==> src/rtl/arb_pkg.sv <==
// Shared types for the unified memory arbiter: FSM states and requester ids.
package arb_pkg;

    typedef enum logic [1:0] {
        ARB_IDLE,
        ARB_BUSY_I,
        ARB_BUSY_D
    } arb_state_e;

    typedef enum logic {
        ARB_SRC_IF,
        ARB_SRC_D
    } arb_src_e;

endpackage

==> src/rtl/arb_starve_ctr.sv <==
// Saturating count of data grants made while a fetch waits; at_max forces
// the next contended grant to the fetch side.
module arb_starve_ctr #(
    parameter int MAX = 4
) (
    input  logic clk,
    input  logic rst,
    input  logic inc,
    input  logic clr,
    output logic at_max
);
    localparam int W = $clog2(MAX + 1);

    logic [W-1:0] starve_cnt;

    always_ff @(posedge clk or posedge rst) begin
        if (rst) begin
            starve_cnt <= '0;
        end else if (clr) begin
            starve_cnt <= '0;
        end else if (inc && (starve_cnt != W'(MAX))) begin
            starve_cnt <= starve_cnt + 1'b1;
        end
    end

    assign at_max = (starve_cnt == W'(MAX));

endmodule

==> src/rtl/unified_mem_arbiter.sv <==
// Shares one single-ported memory between instruction fetch and data access.
// Data wins by default; define ARB_STARVE_GUARD_EN to bound fetch starvation.
//
// state      | meaning
// ARB_IDLE   | nothing outstanding; arbitrate at the clock edge
// ARB_BUSY_I | fetch access outstanding, waiting for mem_rvalid
// ARB_BUSY_D | data access outstanding, waiting for mem_rvalid
module unified_mem_arbiter
    import arb_pkg::*;
#(
    parameter int ADDR_W     = 32,
    parameter int DATA_W     = 32,
    parameter int STARVE_MAX = 4
) (
    input  logic                clk,
    input  logic                rst,
    input  logic                if_req,
    input  logic [ADDR_W-1:0]   if_addr,
    output logic [DATA_W-1:0]   if_rdata,
    output logic                if_valid,
    output logic                if_stall,
    input  logic                d_req,
    input  logic                d_we,
    input  logic [ADDR_W-1:0]   d_addr,
    input  logic [DATA_W-1:0]   d_wdata,
    input  logic [DATA_W/8-1:0] d_be,
    output logic [DATA_W-1:0]   d_rdata,
    output logic                d_valid,
    output logic                d_stall,
    output logic                mem_req,
    output logic                mem_we,
    output logic [ADDR_W-1:0]   mem_addr,
    output logic [DATA_W-1:0]   mem_wdata,
    output logic [DATA_W/8-1:0] mem_be,
    input  logic [DATA_W-1:0]   mem_rdata,
    input  logic                mem_rvalid
);
    arb_state_e state_q, state_d;
    logic       grant;
    arb_src_e   grant_src;
    logic       force_if;

`ifdef ARB_STARVE_GUARD_EN
    logic starve_inc, starve_clr;

    assign starve_inc = grant && (grant_src == ARB_SRC_D) && if_req;
    assign starve_clr = grant && (grant_src == ARB_SRC_IF);

    arb_starve_ctr #(.MAX(STARVE_MAX)) u_starve_ctr (
        .clk    (clk),
        .rst    (rst),
        .inc    (starve_inc),
        .clr    (starve_clr),
        .at_max (force_if)
    );
`else
    logic unused_starve_max;
    assign unused_starve_max = (STARVE_MAX > 0);
    assign force_if          = 1'b0;
`endif

    always_comb begin
        state_d   = state_q;
        grant     = 1'b0;
        grant_src = ARB_SRC_D;
        if_valid  = 1'b0;
        d_valid   = 1'b0;
        case (state_q)
            ARB_IDLE: begin
                if (d_req && !(if_req && force_if)) begin
                    grant     = 1'b1;
                    grant_src = ARB_SRC_D;
                    state_d   = ARB_BUSY_D;
                end else if (if_req) begin
                    grant     = 1'b1;
                    grant_src = ARB_SRC_IF;
                    state_d   = ARB_BUSY_I;
                end
            end
            ARB_BUSY_I: begin
                if (mem_rvalid) begin
                    if_valid = 1'b1;
                    state_d  = ARB_IDLE;
                end
            end
            ARB_BUSY_D: begin
                if (mem_rvalid) begin
                    d_valid = 1'b1;
                    state_d = ARB_IDLE;
                end
            end
            default: state_d = ARB_IDLE;
        endcase
    end

    always_ff @(posedge clk or posedge rst) begin
        if (rst) begin
            state_q <= ARB_IDLE;
        end else begin
            state_q <= state_d;
        end
    end

    // Request fields are latched at grant so requester changes while busy are ignored
    always_ff @(posedge clk or posedge rst) begin
        if (rst) begin
            mem_req   <= 1'b0;
            mem_we    <= 1'b0;
            mem_addr  <= '0;
            mem_wdata <= '0;
            mem_be    <= '0;
        end else if (grant) begin
            mem_req <= 1'b1;
            if (grant_src == ARB_SRC_D) begin
                mem_we    <= d_we;
                mem_addr  <= d_addr;
                mem_wdata <= d_wdata;
                mem_be    <= d_be;
            end else begin
                mem_we    <= 1'b0;
                mem_addr  <= if_addr;
                mem_wdata <= '0;
                mem_be    <= '1;
            end
        end else if ((state_q != ARB_IDLE) && mem_rvalid) begin
            mem_req <= 1'b0;
        end
    end

    assign if_rdata = mem_rdata;
    assign d_rdata  = mem_rdata;
    assign if_stall = if_req & ~if_valid;
    assign d_stall  = d_req & ~d_valid;

endmodule

==> config.mk <==
export PLATFORM = sky130hd
export DESIGN_NAME = unified_mem_arbiter
export DESIGN_NICKNAME = d
export VERILOG_FILES = /design/src/rtl/arb_pkg.sv /design/src/rtl/arb_starve_ctr.sv /design/src/rtl/unified_mem_arbiter.sv
export SDC_FILE = /design/constraint.sdc
export NUM_CORES = 1
export LEC_CHECK = 0
export BUFFER_PORTS_ARGS = -buffer_cell sky130_fd_sc_hd__buf_2
export CAP_MARGIN = 5
export CELL_PAD_IN_SITES_DETAIL_PLACEMENT = 1
export CELL_PAD_IN_SITES_GLOBAL_PLACEMENT = 1
export CORE_MARGIN = 4
export CORE_UTILIZATION = 28
export DETAILED_ROUTE_END_ITERATION = 12
export GPL_TIMING_DRIVEN = 0
export PLACE_DENSITY = 0.83
export SYNTH_ARGS = -nofsm -noshare
export SYNTH_HDL_FRONTEND = slang
export SYNTH_SLANG_ARGS = --single-unit
==> constraint.sdc <==
create_clock -name clk -period 2.55 [get_ports clk]
set_clock_uncertainty 0.05 [all_clocks]
set_input_delay 0.255 -clock clk [delete_from_list [all_inputs] [get_ports clk]]
set_output_delay 0.255 -clock clk [all_outputs]
set_load 0.05 [all_outputs]
# == Yosys cells after proc, flatten, opt, wreduce, memory -nomap -nowiden ==
# Index checks and enable logic that the tools add are counted.
# totals
output_inout_bits,138
wordCells,39
in_bits,138
regBits,72
# op_classes
bitwise,4
eq_ne,4
reduce_logical,6
n_mux,19
# op_table
operator,count
$mux W32,2
$mux W1,12
$mux W2,3
$mux W4,1
$pmux W2 S2,1
$reduce_bool A2 Y1,2
$ne A3 B3 Y1 const B,1
$and A1 B1 Y1,2
$eq A2 B1 Y1 const B,1
$eq A2 B2 Y1 const B,1
$logic_not A2 Y1,1
$ne A2 B1 Y1 const B,1
$not A1 Y1,2
$reduce_and A2 Y1,1
$reduce_or A2 Y1,1
$logic_and A1 B1 Y1,1

# == Logic depth before layout (Yosys ltp) ==
# depth
ltp_word,4
depth_mapped,7
depth_no_buf,5

# == Worst setup path before layout ==
# Ideal clock, no wire load.
# synth_timing
path_type,flip-flop to output port
startpoint,register state_q[0]
endpoint,output port d_stall
slack_ns,0.567
arrival_ns,1.678
required_ns,2.245
stages_incl_launch_ff,5
path_cell_list,dfrtp_1 -> inv_1 -> ha_1 -> and2_1 -> nor2b_1
# synth_via
elab_chain_len,4
# synth_rtl
item,line_no,rtl
"start, declared",unified_mem_arbiter.sv:38,"arb_state_e state_q, state_d;"
"start signal, assigned",unified_mem_arbiter.sv:100,state_q <= state_d;
$eq A2 B2 Y1,unified_mem_arbiter.sv:68,case (state_q)
$mux W1,unified_mem_arbiter.sv:68,
net d_valid,unified_mem_arbiter.sv:28,"output logic d_valid,"
$not A1 Y1,unified_mem_arbiter.sv:133,assign d_stall = d_req & ~d_valid;
$and A1 B1 Y1,unified_mem_arbiter.sv:133,
"end, declared",unified_mem_arbiter.sv:29,"output logic d_stall,"
# The timed path passes the listed nets, and every way through them passes these cells.

# == Worst setup path after layout ==
# layout_timing
startpoint,register state_q[0]
endpoint,register mem_wdata[15]
# layout_via
elab_chain_len,3
elab_cells_between_ends,4
# layout_rtl
item,line_no,rtl
$logic_not A2 Y1 *,unified_mem_arbiter.sv:68,
$mux W1,unified_mem_arbiter.sv:68,
$mux W32,unified_mem_arbiter.sv:114,if (grant_src == ARB_SRC_D) begin
"end signal, assigned",unified_mem_arbiter.sv:117,mem_wdata <= d_wdata;
"end, declared",unified_mem_arbiter.sv:33,"output logic [DATA_W-1:0] mem_wdata,"
# Every way passes the cells marked *; elsewhere a longest branch is shown, timed or not.
# A chain may end at the register's enable or synchronous reset.

==> summary.md <==
• 0 — Final Hold Viols
• 0.537 GHz — highest attainable clock frequency
• 0 — final count of negative-setup-slack endpoints
• 0 — count of synthesis-stage warnings from yosys
• 10.1 um^2 — Avg Inst Size Synth
• finished, final reports clean — run status
• 1510 nW/um^2 — pwr/cell area
• 14600 um^2 — Die Area
• 0.567 — fraction of final layout cells sized beyond drive strength 1
• 2 — Bufs on Longest Clock Path
• mem_wdata[15]$_DFFE_PP0P_ — worst flop-to-flop path endpoint
• 60 ps — clock transition at the register clock pins on the worst setup and hold paths after CTS
• 49.8% — Syn-to-layout area delta
• 3679 — via count of the first global-routing pass
• 2.90 nW — Lkg Pwr
• 0.172 — aggregate global-route resource usage
• 0 ps — total negative slack for setup checks
• 0.291 — starting utilization of the core area
• state_q[0]$_DFFE_PP0P_ — Worst R2R Start
• 0 — number of antenna violations at the first check in global routing
• 1860 ps — minimum clock period
• no — unrepaired setup endpoints after global routing
• 3478 — vias
• 276 — I/O pin count
• 121 um — Die Y
• reg2reg — type of the worst setup path
• 12800 um — drt total wl
• 9 — cts bufs inserted
• 0 — pins over their slew limit
• 242 — count of buffers from port buffering
• 0 — overflow left after global routing
• 4 — number of iterations in the first detailed-routing pass
• 10 — worst-path fanout max
• flop — crit path capture type
• 0 — Diodes inserted
• 1.00 — ys async rst share
• 12200 um^2 — placeable core area
• 746 — number of nets in the layout
• sky130_fd_sc_hd__dfrtp_1 — prevailing post-synth register cell
• in2async — Tightest Hold Check Type
• 10200 um — final HPWL from detailed placement
• 16.5 um — routed wire length per instance
• 24 — number of different library cells in the post-synthesis netlist
• built — clock tree from TritonCTS
• sky130_fd_sc_hd__clkbuf_16 — clock root buffer
• 0 — number of resized instances in the post-cts repair step
• 105 — drt initial violations
• 0 — max-capacitance violation count
• 72 — register bit count reported by yosys
• 0.730 — share of the clock period used by the worst path
• 351 — Gate Count Post-Synth
• 40 — number of standard-cell rows in the floorplan
• 0.401 — Max transition margin
• 0.822 mV — IR Drop Worst-Case VDD
• 0 — number of remaining DRC errors
• 690 ps — R2R Setup Slk
• flop — element type at the critical path start
• 898 ps — slew at the pin closest to its max-slew limit
• 2020 ps — data arrival time of the critical path
• 0.507 — fraction of the yosys area taken by sequential cells
• 8.03 mW — Final Total Pwr
• 0.731 — final weighted congestion in routability-driven placement
• 4.48 — vias per cell
• 493 — Mapped Nets
• 0 — setup bufs post-CTS
• 73 — largest net degree at the start of global routing
• 676 ps — Setup WS pre-CTS
• 3 — Max H-tree Level
• 19800 um — first-pass GRT wire length
• 320 ps — worst-skew pair later-pin latency
• 6 — worst reg-to-reg path cell count
• 0 — hold bufs inserted after CTS
• 687 ps — final setup slack of the worst path
• 0 — antenna viol nets, final
• 0 — EDFF count, synth
• 72 — Clock Sinks
• 3560 um^2 — cell area after synthesis
• 2710 ps — Crit path required time
• 121 um — die width
## worst max-delay path by stage
stage | slack, ps | startpoint | depth (start not counted) | end
floorplan | 420 | rst | 1 | mem_addr[0]$_DFFE_PP0P_
global placement | -460 | rst | 2 | mem_addr[23]$_DFFE_PP0P_
detailed placement | 680 | state_q[0]$_DFFE_PP0P_ | 6 | mem_wdata[15]$_DFFE_PP0P_
CTS | 650 | state_q[0]$_DFFE_PP0P_ | 7 | mem_addr[1]$_DFFE_PP0P_
global route | 480 | state_q[1]$_DFFE_PP0P_ | 7 | mem_addr[10]$_DFFE_PP0P_
finish | 690 | state_q[0]$_DFFE_PP0P_ | 6 | mem_wdata[15]$_DFFE_PP0P_
## metrics by stage
stage                     utilization  hold slack (ps)  cells  area (um^2)
final                           0.436             88.4    777         5330
after global routing            0.436             77.1    777         5330
after CTS                       0.436             74.3    777         5330
after detailed placement        0.408              427    761         4980
after global placement          0.408              421    761         4980
after floorplan                     -              294    351         3560
## sequential cells by signal, summed over array words and instances (netlist names)
| name | flops |
|---|---|
| mem_addr | 32 |
| mem_wdata | 32 |
| mem_be | 4 |
| state_q | 2 |
| mem_req | 1 |
| mem_we | 1 |
## layout make-up
type / count / area (um^2)
Sequential cell: 72 / 1800
Inverter: 4 / 17.5
Multi-Input combinational cell: 189 / 1090
Tap cell: 168 / 210
Buffer: 86 / 648
Clock buffer: 11 / 243
Timing Repair Buffer: 242 / 1210
Fill cell: 1508 / 6880
Clock inverter: 5 / 104
## Yosys cell counts (2+ instances only)
cell | count | area (um^2)
sky130_fd_sc_hd__and3b_1 | 2 | 17.5
sky130_fd_sc_hd__inv_1 | 4 | 15.0
sky130_fd_sc_hd__nor2_1 | 32 | 120
sky130_fd_sc_hd__ha_1 | 4 | 50.1
sky130_fd_sc_hd__a22o_1 | 33 | 289
sky130_fd_sc_hd__buf_2 | 7 | 35.0
sky130_fd_sc_hd__buf_6 | 7 | 78.8
sky130_fd_sc_hd__o22ai_1 | 4 | 25.0
sky130_fd_sc_hd__a31oi_1 | 2 | 12.5
sky130_fd_sc_hd__nand2_1 | 33 | 124
sky130_fd_sc_hd__o22a_1 | 4 | 35.0
sky130_fd_sc_hd__dfrtp_1 | 72 | 1800
sky130_fd_sc_hd__and2_1 | 2 | 12.5
sky130_fd_sc_hd__nand2b_1 | 3 | 18.8
sky130_fd_sc_hd__a21oi_1 | 63 | 315
sky130_fd_sc_hd__buf_4 | 70 | 526
sky130_fd_sc_hd__nor2b_1 | 2 | 12.5
## cell usage in the layout (no fill, tap or decap)
cell / netlist / layout
sky130_fd_sc_hd__buf_2: 7 / 249
sky130_fd_sc_hd__dfrtp_1: 72 / 72
sky130_fd_sc_hd__buf_4: 70 / 70
sky130_fd_sc_hd__a21oi_1: 63 / 63
sky130_fd_sc_hd__nand2_1: 33 / 33
sky130_fd_sc_hd__a22o_1: 33 / 33
sky130_fd_sc_hd__nor2_1: 32 / 32
sky130_fd_sc_hd__clkbuf_16: 0 / 9
sky130_fd_sc_hd__buf_6: 7 / 7
sky130_fd_sc_hd__o22a_1: 4 / 4
sky130_fd_sc_hd__o22ai_1: 4 / 4
sky130_fd_sc_hd__ha_1: 4 / 4
sky130_fd_sc_hd__inv_1: 4 / 3
sky130_fd_sc_hd__nand2b_1: 3 / 3
sky130_fd_sc_hd__bufinv_16: 0 / 3
sky130_fd_sc_hd__and3b_1: 2 / 2
sky130_fd_sc_hd__and2_1: 2 / 2
sky130_fd_sc_hd__nor2b_1: 2 / 2
sky130_fd_sc_hd__clkbuf_1: 1 / 2
sky130_fd_sc_hd__a31oi_1: 2 / 2
sky130_fd_sc_hd__clkbuf_2: 1 / 1
sky130_fd_sc_hd__o21a_1: 1 / 1
sky130_fd_sc_hd__nand3b_1: 1 / 1
sky130_fd_sc_hd__o21ai_4: 1 / 1
sky130_fd_sc_hd__nor2_8: 1 / 1
sky130_fd_sc_hd__inv_4: 0 / 1
sky130_fd_sc_hd__a2bb2oi_1: 1 / 1
sky130_fd_sc_hd__clkinv_2: 0 / 1
sky130_fd_sc_hd__clkinv_4: 0 / 1
sky130_fd_sc_hd__clkbuf_8: 0 / 1
## critical path: stages, from the launching register on
cell	delay, ps
sky130_fd_sc_hd__dfrtp_1	400
sky130_fd_sc_hd__inv_1	140
sky130_fd_sc_hd__ha_1	360
sky130_fd_sc_hd__o21ai_4	140
sky130_fd_sc_hd__buf_4	210
sky130_fd_sc_hd__buf_2	190
sky130_fd_sc_hd__a22o_1	260
## metal layers
metal,wire length [um],GRT usage
met1,4860,0.196
met2,6400,0.300
met3,1370,0.0655
met4,189,0.0475
met5,0,0
## power by group
part	total [mW]	switching [mW]	internal, mW
Clock	1.46	0.479	0.983
Combinational	4.56	3.35	1.21
Sequential	2.01	0.305	1.70
Total	8.03	4.13	3.89
## cell families after synthesis
group | after synthesis | share of synthesized area
compound gates | 109 | 0.199
fa+ha+maj | 4 | 0.0141
buf+inv | 90 | 0.186
flops | 72 | 0.507
simple gates | 76 | 0.0936
Note: power is estimated with default switching activity, not from simulation.
